===== src/rtl/ps2_line_serializer_pkg.sv =====
// Shared line-format constants and FSM encoding for the PS/2 line serializer.
// The keyboard line assembler uses the same character layout.
package ps2_line_serializer_pkg;

    localparam int LINE_CHARS = 32;
    localparam int CHAR_W     = 8;
    localparam int LINE_W     = LINE_CHARS * CHAR_W;

    localparam logic [7:0] ASCII_NUL     = 8'h00;
    localparam logic [7:0] ASCII_NEWLINE = 8'h0a;

    typedef enum logic [1:0] {
        ST_IDLE = 2'd0,
        ST_SEND = 2'd1,
        ST_NL   = 2'd2,
        ST_DONE = 2'd3
    } ser_state_e;

    // Character idx of a packed line; char 0 sits in the top byte.
    function automatic logic [CHAR_W-1:0] line_char(input logic [LINE_W-1:0] line,
                                                    input int idx);
        return line[LINE_W-1-CHAR_W*idx -: CHAR_W];
    endfunction

endpackage


===== src/rtl/ps2_line_serializer_if.sv =====
// Line-in / byte-out handshake bundle of the line serializer.
// master is the serializer side, slave is the line source plus byte sink.
interface ps2_line_serializer_if #(
    parameter int LINE_CHARS = 32,
    parameter int CHAR_W     = 8
);
    localparam int COUNT_W = $clog2(LINE_CHARS + 2);

    logic [LINE_CHARS*CHAR_W-1:0] line_content;
    logic                         line_valid;
    logic                         line_accept;
    logic [CHAR_W-1:0]            ascii_char;
    logic                         char_valid;
    logic                         char_ready;
    logic                         busy;
    logic                         line_done;
    logic [COUNT_W-1:0]           char_count;

    modport master (
        input  line_content, line_valid, char_ready,
        output line_accept, ascii_char, char_valid, busy, line_done, char_count
    );

    modport slave (
        output line_content, line_valid, char_ready,
        input  line_accept, ascii_char, char_valid, busy, line_done, char_count
    );

endinterface


===== src/rtl/line_shift_register.sv =====
// Line holding register: parallel load of a whole line, shift left one character
// at a time with zero fill, top character always visible.
module line_shift_register #(
    parameter int LINE_CHARS = 32,
    parameter int CHAR_W     = 8
) (
    input  logic                         clock,
    input  logic                         reset_n,
    input  logic                         load,
    input  logic                         shift,
    input  logic [LINE_CHARS*CHAR_W-1:0] load_data,
    output logic [CHAR_W-1:0]            top_char
);
    localparam int LINE_W = LINE_CHARS * CHAR_W;

    logic [LINE_W-1:0] data;

    always_ff @(posedge clock or negedge reset_n) begin
        if (!reset_n) begin
            data <= '0;
        end else if (load) begin
            data <= load_data;
        end else if (shift) begin
            data <= {data[LINE_W-CHAR_W-1:0], {CHAR_W{1'b0}}};
        end
    end

    assign top_char = data[LINE_W-1 -: CHAR_W];

endmodule


===== src/rtl/ps2_line_serializer.sv =====
// Emits a packed text line one character per valid/ready transfer, stopping at
// the terminator and optionally appending a newline.
//
//  state | meaning
//  IDLE  | waiting for a line; line_accept high
//  SEND  | presenting top byte of the shift register; terminator ends text
//  NL    | presenting the appended newline
//  DONE  | one-cycle line_done pulse, then back to IDLE
module ps2_line_serializer
    import ps2_line_serializer_pkg::*;
#(
    parameter int              LINE_CHARS     = ps2_line_serializer_pkg::LINE_CHARS,
    parameter int              CHAR_W         = ps2_line_serializer_pkg::CHAR_W,
    parameter logic [CHAR_W-1:0] TERMINATOR   = ASCII_NUL,
    parameter logic [CHAR_W-1:0] NEWLINE      = ASCII_NEWLINE,
    parameter bit              APPEND_NEWLINE = 1'b1
) (
    input  logic                  clock,
    input  logic                  reset_n,
    ps2_line_serializer_if.master bus
);
    localparam int COUNT_W = $clog2(LINE_CHARS + 2);
    localparam int IDX_W   = $clog2(LINE_CHARS);
    localparam ser_state_e AFTER_TEXT = APPEND_NEWLINE ? ST_NL : ST_DONE;

    ser_state_e         state, state_nxt;
    logic [CHAR_W-1:0]  top_char;
    logic [CHAR_W-1:0]  ascii_char_c;
    logic               char_valid_c;
    logic               shift_load, shift_en;
    logic               count_clr, count_inc;
    logic               left_load, left_dec;
    logic [COUNT_W-1:0] char_count;
    logic [IDX_W-1:0]   chars_left;

    line_shift_register #(
        .LINE_CHARS (LINE_CHARS),
        .CHAR_W     (CHAR_W)
    ) u_shift (
        .clock     (clock),
        .reset_n   (reset_n),
        .load      (shift_load),
        .shift     (shift_en),
        .load_data (bus.line_content),
        .top_char  (top_char)
    );

    always_ff @(posedge clock or negedge reset_n) begin
        if (!reset_n) begin
            state <= ST_IDLE;
        end else begin
            state <= state_nxt;
        end
    end

    always_comb begin
        state_nxt    = state;
        shift_load   = 1'b0;
        shift_en     = 1'b0;
        count_clr    = 1'b0;
        count_inc    = 1'b0;
        left_load    = 1'b0;
        left_dec     = 1'b0;
        ascii_char_c = '0;
        char_valid_c = 1'b0;
        case (state)
            ST_IDLE: begin
                if (bus.line_valid) begin
                    shift_load = 1'b1;
                    count_clr  = 1'b1;
                    left_load  = 1'b1;
                    state_nxt  = ST_SEND;
                end
            end
            ST_SEND: begin
                ascii_char_c = top_char;
                // Terminator costs one bubble cycle; whatever follows it is dropped.
                if (top_char == TERMINATOR) begin
                    state_nxt = AFTER_TEXT;
                end else begin
                    char_valid_c = 1'b1;
                    if (bus.char_ready) begin
                        shift_en  = 1'b1;
                        count_inc = 1'b1;
                        if (chars_left == '0) begin
                            state_nxt = AFTER_TEXT;
                        end else begin
                            left_dec = 1'b1;
                        end
                    end
                end
            end
            ST_NL: begin
                ascii_char_c = NEWLINE;
                char_valid_c = 1'b1;
                if (bus.char_ready) begin
                    count_inc = 1'b1;
                    state_nxt = ST_DONE;
                end
            end
            ST_DONE: begin
                state_nxt = ST_IDLE;
            end
            default: begin
                state_nxt = ST_IDLE;
            end
        endcase
    end

    // chars_left counts down the remaining character slots; zero marks the last one.
    always_ff @(posedge clock or negedge reset_n) begin
        if (!reset_n) begin
            chars_left <= '0;
            char_count <= '0;
        end else begin
            if (left_load) begin
                chars_left <= IDX_W'(LINE_CHARS - 1);
            end else if (left_dec) begin
                chars_left <= chars_left - IDX_W'(1);
            end
            if (count_clr) begin
                char_count <= '0;
            end else if (count_inc) begin
                char_count <= char_count + COUNT_W'(1);
            end
        end
    end

    assign bus.line_accept = (state == ST_IDLE);
    assign bus.busy        = (state != ST_IDLE);
    assign bus.line_done   = (state == ST_DONE);
    assign bus.ascii_char  = ascii_char_c;
    assign bus.char_valid  = char_valid_c;
    assign bus.char_count  = char_count;

endmodule


===== src/flat_wrapper.sv =====
// flat-port wrapper written by rule: the top's interface ports become plain ports
module ps2_line_serializer_flat import ps2_line_serializer_pkg::*;
#(
    parameter int              LINE_CHARS     = ps2_line_serializer_pkg::LINE_CHARS,
    parameter int              CHAR_W         = ps2_line_serializer_pkg::CHAR_W,
    parameter logic [CHAR_W-1:0] TERMINATOR   = ASCII_NUL,
    parameter logic [CHAR_W-1:0] NEWLINE      = ASCII_NEWLINE,
    parameter bit              APPEND_NEWLINE = 1'b1
)
  (clock, reset_n, bus_line_content, bus_line_valid, bus_char_ready, bus_line_accept, bus_ascii_char, bus_char_valid, bus_busy, bus_line_done, bus_char_count);
  ps2_line_serializer_if #(.LINE_CHARS(LINE_CHARS), .CHAR_W(CHAR_W)) bus_i ();
  input  logic clock;
  input  logic reset_n;
  input wire logic [$bits(bus_i.line_content)-1:0] bus_line_content;
  input wire logic [$bits(bus_i.line_valid)-1:0] bus_line_valid;
  input wire logic [$bits(bus_i.char_ready)-1:0] bus_char_ready;
  output wire logic [$bits(bus_i.line_accept)-1:0] bus_line_accept;
  output wire logic [$bits(bus_i.ascii_char)-1:0] bus_ascii_char;
  output wire logic [$bits(bus_i.char_valid)-1:0] bus_char_valid;
  output wire logic [$bits(bus_i.busy)-1:0] bus_busy;
  output wire logic [$bits(bus_i.line_done)-1:0] bus_line_done;
  output wire logic [$bits(bus_i.char_count)-1:0] bus_char_count;
  assign bus_i.line_content = bus_line_content;
  assign bus_i.line_valid = bus_line_valid;
  assign bus_i.char_ready = bus_char_ready;
  assign bus_line_accept = bus_i.line_accept;
  assign bus_ascii_char = bus_i.ascii_char;
  assign bus_char_valid = bus_i.char_valid;
  assign bus_busy = bus_i.busy;
  assign bus_line_done = bus_i.line_done;
  assign bus_char_count = bus_i.char_count;
  ps2_line_serializer #(.LINE_CHARS(LINE_CHARS), .CHAR_W(CHAR_W), .TERMINATOR(TERMINATOR), .NEWLINE(NEWLINE), .APPEND_NEWLINE(APPEND_NEWLINE)) u_core (.clock(clock), .reset_n(reset_n), .bus(bus_i));
endmodule

===== config.mk =====
export PLATFORM = sky130hd
export DESIGN_NAME = ps2_line_serializer_flat
export DESIGN_NICKNAME = d
export VERILOG_FILES = /design/src/rtl/ps2_line_serializer_pkg.sv /design/src/rtl/ps2_line_serializer_if.sv /design/src/rtl/line_shift_register.sv /design/src/rtl/ps2_line_serializer.sv /design/src/flat_wrapper.sv
export SDC_FILE = /design/constraint.sdc
export NUM_CORES = 1
export LEC_CHECK = 0
export ABC_AREA = 0
export CORE_MARGIN = 3
export CORE_UTILIZATION = 44
export CTS_CLUSTER_DIAMETER = 30
export DETAILED_ROUTE_END_ITERATION = 6
export PLACE_DENSITY = 0.78
export SYNTH_ARGS = -nofsm -noshare
export SYNTH_HDL_FRONTEND = slang
export SYNTH_SLANG_ARGS = --single-unit

===== constraint.sdc =====
create_clock -name clock -period 3 [get_ports clock]
set_input_delay 0.75 -clock clock [delete_from_list [all_inputs] [get_ports clock]]
set_output_delay 0.75 -clock clock [all_outputs]
set_load 0.05 [all_outputs]

==> results of run 1 <==
[flip-flops by register name (all words and copies together), names as in the netlist]
| signal | flops |
|---|---|
| u_core.u_shift.data | 256 |
| u_core.state | 2 |
| u_core.bus.char_count | 6 |
| u_core.chars_left | 5 |
[area by class of cell]
cell class	count	area share (%)
inverter	7	0.1449
antenna	2	0.02760
clock inverter	38	2.773
timing repair buffer	322	18.52
tap	384	2.649
multi-input combinational	1073	29.83
sequential	269	37.12
clock buffer	73	8.934
[worst max-delay path: stages (launching register included)]
cell     delay [ps]
dfrtp_1         440
or4_4           560
o21a_4          270
o21a_1          170
buf_4           180
[cells in the final DEF, fill, tap and decap left out, types with 7 or more instances in the layout]
cell type / count
nor2_1: 13
o21ai_0: 12
buf_12: 23
nand3_2: 40
and3_1: 7
buf_4: 23
clkbuf_16: 60
bufinv_16: 9
a31oi_1: 9
clkbuf_8: 7
nand3_1: 666
nand2_1: 277
dfrtp_1: 269
clkinv_4: 9
inv_1: 7
clkinvlp_4: 8
o211ai_1: 10
clkbuf_2: 8
clkdlybuf4s50_1: 266
[final timing paths]
kind	end	depth (start not counted)	slack, ps
max	bus_char_valid	4	80
max reg2reg	u_core.u_shift.data[42]	6	640
min	u_core.u_shift.data[109]	1	110
max in group asynchronous	u_core.u_shift.data[187]	2	2030
min reg2reg	u_core.u_shift.data[240]	2	510
min in group clock	u_core.u_shift.data[240]	2	510
[per-layer routing]
layer / up-vias / GRT usage (%)
li1: 5702 / -
met1: 5931 / 33.41
met2: 513 / 37.35
met3: 69 / 6.290
met4: 8 / 7.035
met5: - / 0
[timing repair]
action	CTS	global route
resized for setup	11	16
pin swaps	0	0
cloned	0	0
setup endpoints to repair	10	9
[power breakdown]
part / internal, mW / total [mW] / switching (mW)
Clock: 4.62 / 6.77 / 2.15
Combinational: 2.36 / 5.89 / 3.53
Sequential: 5.31 / 6.38 / 1.07
[kinds of logic after synthesis]
logic type | count (synthesis) | share of synthesized area (%)
compound gates | 43 | 2.136
simple gates | 1017 | 38.33
xor+xnor | 5 | 0.3384
mux | 2 | 0.1643
fa+ha+maj | 6 | 0.5800
buf+inv | 149 | 6.448
flops | 269 | 52.01
[stage by stage]
step,std cells,util [%]
finish,2168,62.85
floorplan,1491,-
detailed placement,2055,55.58
global placement,2055,55.58
global route,2167,62.84
CTS,2166,62.92
==> impl_metrics.toml, run 1 <==
[pwr]
cellPowerDensity_nw_per_um2 = 1050
p_leak_nw = 8.024
p_total_mw = 19.05
ir_worst_vdd_v = 0.0009982

[timing]
skew_ps = 24.84
slew-limit-headroom_pct = 64.54
worst_slew_pin_slew_ps = 531.9
period_share_pct = 97.50
hold_viol = 0
fmax_ghz = 0.3419
drv_slew = 0
layout_min_cycle_time_ps = 2925
setup_viol = 0
holdWs_ps = 110.5
fin_tns_setup_ps = 0
rsz0062_at_grt = "no"
final.setup.worst_slack_ps = 75.14

[synthesis]
syn_area_um2 = 12940
syn_area_per_cell_um2 = 8.681
synth_top_area_share_pct = 52.01
ys_top_cells_by_count = "666 x nand3_1, 279 x nand2_1, 269 x dfrtp_1"
synthTopCellsByArea = "dfrtp_1 52%, nand3_1 26%, nand2_1 8.1%, nand3_2 3.1%, buf_6 2.2%"
yosysWarnings = 0
synth_edf_count = 0
synth_seq_area_share_pct = 52.01
ys_seq_elements = 269
synth_largest_area_cell = "dfrtp_1"
synth_fp_nets = 1757
synth_ff_type = "dfrtp_1"
netlist_instances = 1491
ys_types = 36
yosysMostFrequentCell = "nand3_1"
ys_async_sr_fraction_pct = 100.0

[placed_design]
gp_congestion = 0.8317
dpl-instance-area_um2 = 16040
dp_slack_ps = 343.3
place.detailed.hpwl_um = 25580
port_buffers = 277

[detailed_routing]
finalWirelength_um = 38950
route.detailed.drc = 0
via_count = 12220
met2WireLength_um = 18110
drtAntennaViolNets = 0
wl_per_cell_um = 17.97
top_layer = "met5"
drt-met1-wl_um = 16420
first_iter_violations = 1214
vias_per_cell = 5.638
drt_pass1_iterations = 5
wl_met3_um = 3535

[critical_path]
crit_path_start = "u_core.u_shift.data[251]"
critical_path_class = "reg2out"
cp-start-kind = "flop"
worstReg2RegStart = "u_core.u_shift.data[251]"
crit_fanout = 7
critPathArrivalTime_ps = 2170
worst_setup_path_end_kind = "output pin"
critPathRequiredTime_ps = 2250

[floorplanning]
die_h_um = 177.5
core_area_um2 = 28860
die_area_um2 = 31510
die-width_um = 177.5
io_pins = 278
initial_utilization_pct = 44.85
rows = 62

[run_status]
run_status = "finished, final reports clean"

[clocking]
htreeDepth = 2
post_cts_buffers = 0
cts_made_buffers = 59
cts_tree = "yes"
clk_latency_ps = 560
cts_buffer_depth = 3
cts.sinks = 269
cts.clk_slew.worst_paths_ps = 50
cts-root-buf = "clkbuf_16"
hold_buffers = 0

[cells_and_area]
layout.nets = 1998
drive_above_1_share_pct = 11.73
fillers = 2369
multi_input_area_um2 = 5410
seq_area_um2 = 6731
stdcell_area_um2 = 18140
syn_to_final_growth_pct = 40.12

[grt]
track_usage_pct = 24.07
grt_start_max_net_pins = 99
grt_pass1_vias = 11960
antenna_found_initial = 5
grt_pass1_wl_um = 61620
grt_overflow = 0

[run]
maxCapViolCount = 0

[worst_hold_path]
min_path_type = "in2async"
Note: power is estimated with default switching activity, not from simulation.
==> run 2, diff against run 1 <==
--- a/config.mk
+++ b/config.mk
@@ -6,7 +6,6 @@
 export NUM_CORES = 1
 export LEC_CHECK = 0
 export ABC_AREA = 0
-export CORE_MARGIN = 3
 export CORE_UTILIZATION = 44
 export CTS_CLUSTER_DIAMETER = 30
 export DETAILED_ROUTE_END_ITERATION = 6
==> constraint.sdc (replaced) <==
create_clock -name clock -period 3.4 [get_ports clock]
set_input_delay 0.85 -clock clock [delete_from_list [all_inputs] [get_ports clock]]
set_output_delay 0.85 -clock clock [all_outputs]
set_load 0.05 [all_outputs]
==> impl_metrics.toml, run 2 (synthesis results as in run 1) <==
[run_status]
run_status = "finished, final reports clean"

[timing]
layout_min_cycle_time_ps = 3257
fmax_ghz = 0.3071
fin_tns_setup_ps = 0
period_share_pct = 95.78
slew-limit-headroom_pct = 63.02
worst_slew_pin_slew_ps = 553.4
skew_ps = 23.47
drv_slew = 0
setup_viol = 0
hold_viol = 0
rsz0062_at_grt = "no"

[placed_design]
gp_congestion = 0.9095
place.detailed.hpwl_um = 24950
port_buffers = 277
dp.cells = 2040
dpl-instance-area_um2 = 15870

[pwr]
p_leak_nw = 8.051
cellPowerDensity_nw_per_um2 = 927.5
p_total_mw = 16.66
ir_worst_vdd_v = 0.0006713

[floorplanning]
io_pins = 278
rows = 62
die_area_um2 = 30110
core_area_um2 = 28860
initial_utilization_pct = 44.85
die_h_um = 173.5
die-width_um = 173.5

[grt]
grt_start_max_net_pins = 107
antenna_found_initial = 4
track_usage_pct = 25.95
grt_pass1_wl_um = 63260
grt_overflow = 0
grt_pass1_vias = 12120

[critical_path]
crit_fanout = 7
critical_path_class = "reg2out"
critPathRequiredTime_ps = 2550
cp-start-kind = "flop"
worst_setup_path_end_kind = "output pin"
critPathArrivalTime_ps = 2410

[clocking]
cts_buffer_depth = 3
cts-root-buf = "clkbuf_16"
clk_latency_ps = 560
post_cts_buffers = 0
cts_resized = 1
cts_made_buffers = 60
hold_buffers = 0
htreeDepth = 2
cts.clk_slew.worst_paths_ps = 50
cts_tree = "yes"
cts.sinks = 269

[run]
maxCapViolCount = 0

[cells_and_area]
largest_reg_flops = 256
seq_area_um2 = 6731
stdcell_area_um2 = 17960
mostFrequentLayoutCells = "666 x nand3_1, 277 x nand2_1, 269 x dfrtp_1"
layout.nets = 1984
drive_above_1_share_pct = 10.31
top_regs = "u_core.u_shift.data x256, u_core.bus.char_count x6, u_core.chars_left x5"
final_common_cell = "nand3_1"
regMostFlops = "u_core.u_shift.data"
syn_to_final_growth_pct = 38.75
multi_input_area_um2 = 5400
final_cells = 2152
fillers = 2376

[detailed_routing]
vias_per_cell = 5.665
drt_pass1_iterations = 6
via_count = 12190
drtAntennaViolNets = 0
finalWirelength_um = 38960
route.detailed.drc = 0
wl_per_cell_um = 18.10
first_iter_violations = 1392

[worst_hold_path]
min_path_type = "in2async"
## run 2: cell types whose count changed in the layout (fill, tap and decap cells not counted), moves of 2 or more
cell,change
buf_4,-11
clkbuf_2,-8
dlymetal6s2s_1,+8
clkinv_4,-6
buf_12,-5
clkinv_2,+5
inv_6,+3
clkbuf_8,-2
## run 2: worst max-delay path, cell delays in order (launching register included)
cell and delay [ps]:
dfrtp_1 390, or4_1 570, o21a_2 280, o21a_1 180, dlygate4sd2_1 420
## run 2: layer usage
layer	vias to the layer above	part of all wire [%]	track usage [%]
met5	-	0.080	0
li1	5653	-	-
met4	4	2.8	9.181
met2	551	46	39.49
met1	5888	42	36.54
met3	95	9.0	5.636
## run 2: worst paths after layout
path / start / endpoint / slack (ps) / depth (start not counted)
max: u_core.u_shift.data[250] / bus_char_valid / 140 / 4
min: reset_n / u_core.u_shift.data[108] / 140 / 1
max reg2reg: u_core.u_shift.data[250] / u_core.u_shift.data[30] / 890 / 6
min reg2reg: u_core.u_shift.data[33] / u_core.u_shift.data[33] / 510 / 2
max in group asynchronous: reset_n / u_core.u_shift.data[180] / 2430 / 2
min in group clock: u_core.u_shift.data[33] / u_core.u_shift.data[33] / 510 / 2
## run 2: stage by stage
step | hold slack, ps | setup slack, ps | util, %
after floorplan | 462.7 | 793.9 | -
after global placement | 486.6 | 468.6 | 54.98
after detailed placement | 493.1 | 457.0 | 54.98
after CTS | 136.3 | 46.38 | 62.15
after global routing | 141.3 | 79.40 | 62.23
final | 142.6 | 143.4 | 62.24
## run 2: final cells by class
type / instances / area share (%)
Tap cell: 384 / 2.675
Antenna cell: 2 / 0.02787
Clock inverter: 37 / 2.494
Timing Repair Buffer: 307 / 18.08
Sequential cell: 269 / 37.48
Clock buffer: 73 / 9.029
Multi-Input combinational cell: 1073 / 30.07
Inverter: 7 / 0.1463
## run 2: power by group
group / internal [mW] / total [mW] / leakage, nW / switching [mW]
Combinational: 2.01 / 5.15 / 3.69 / 3.14
Sequential: 4.69 / 5.61 / 3.36 / 0.922
Clock: 3.99 / 5.90 / 1.00 / 1.91
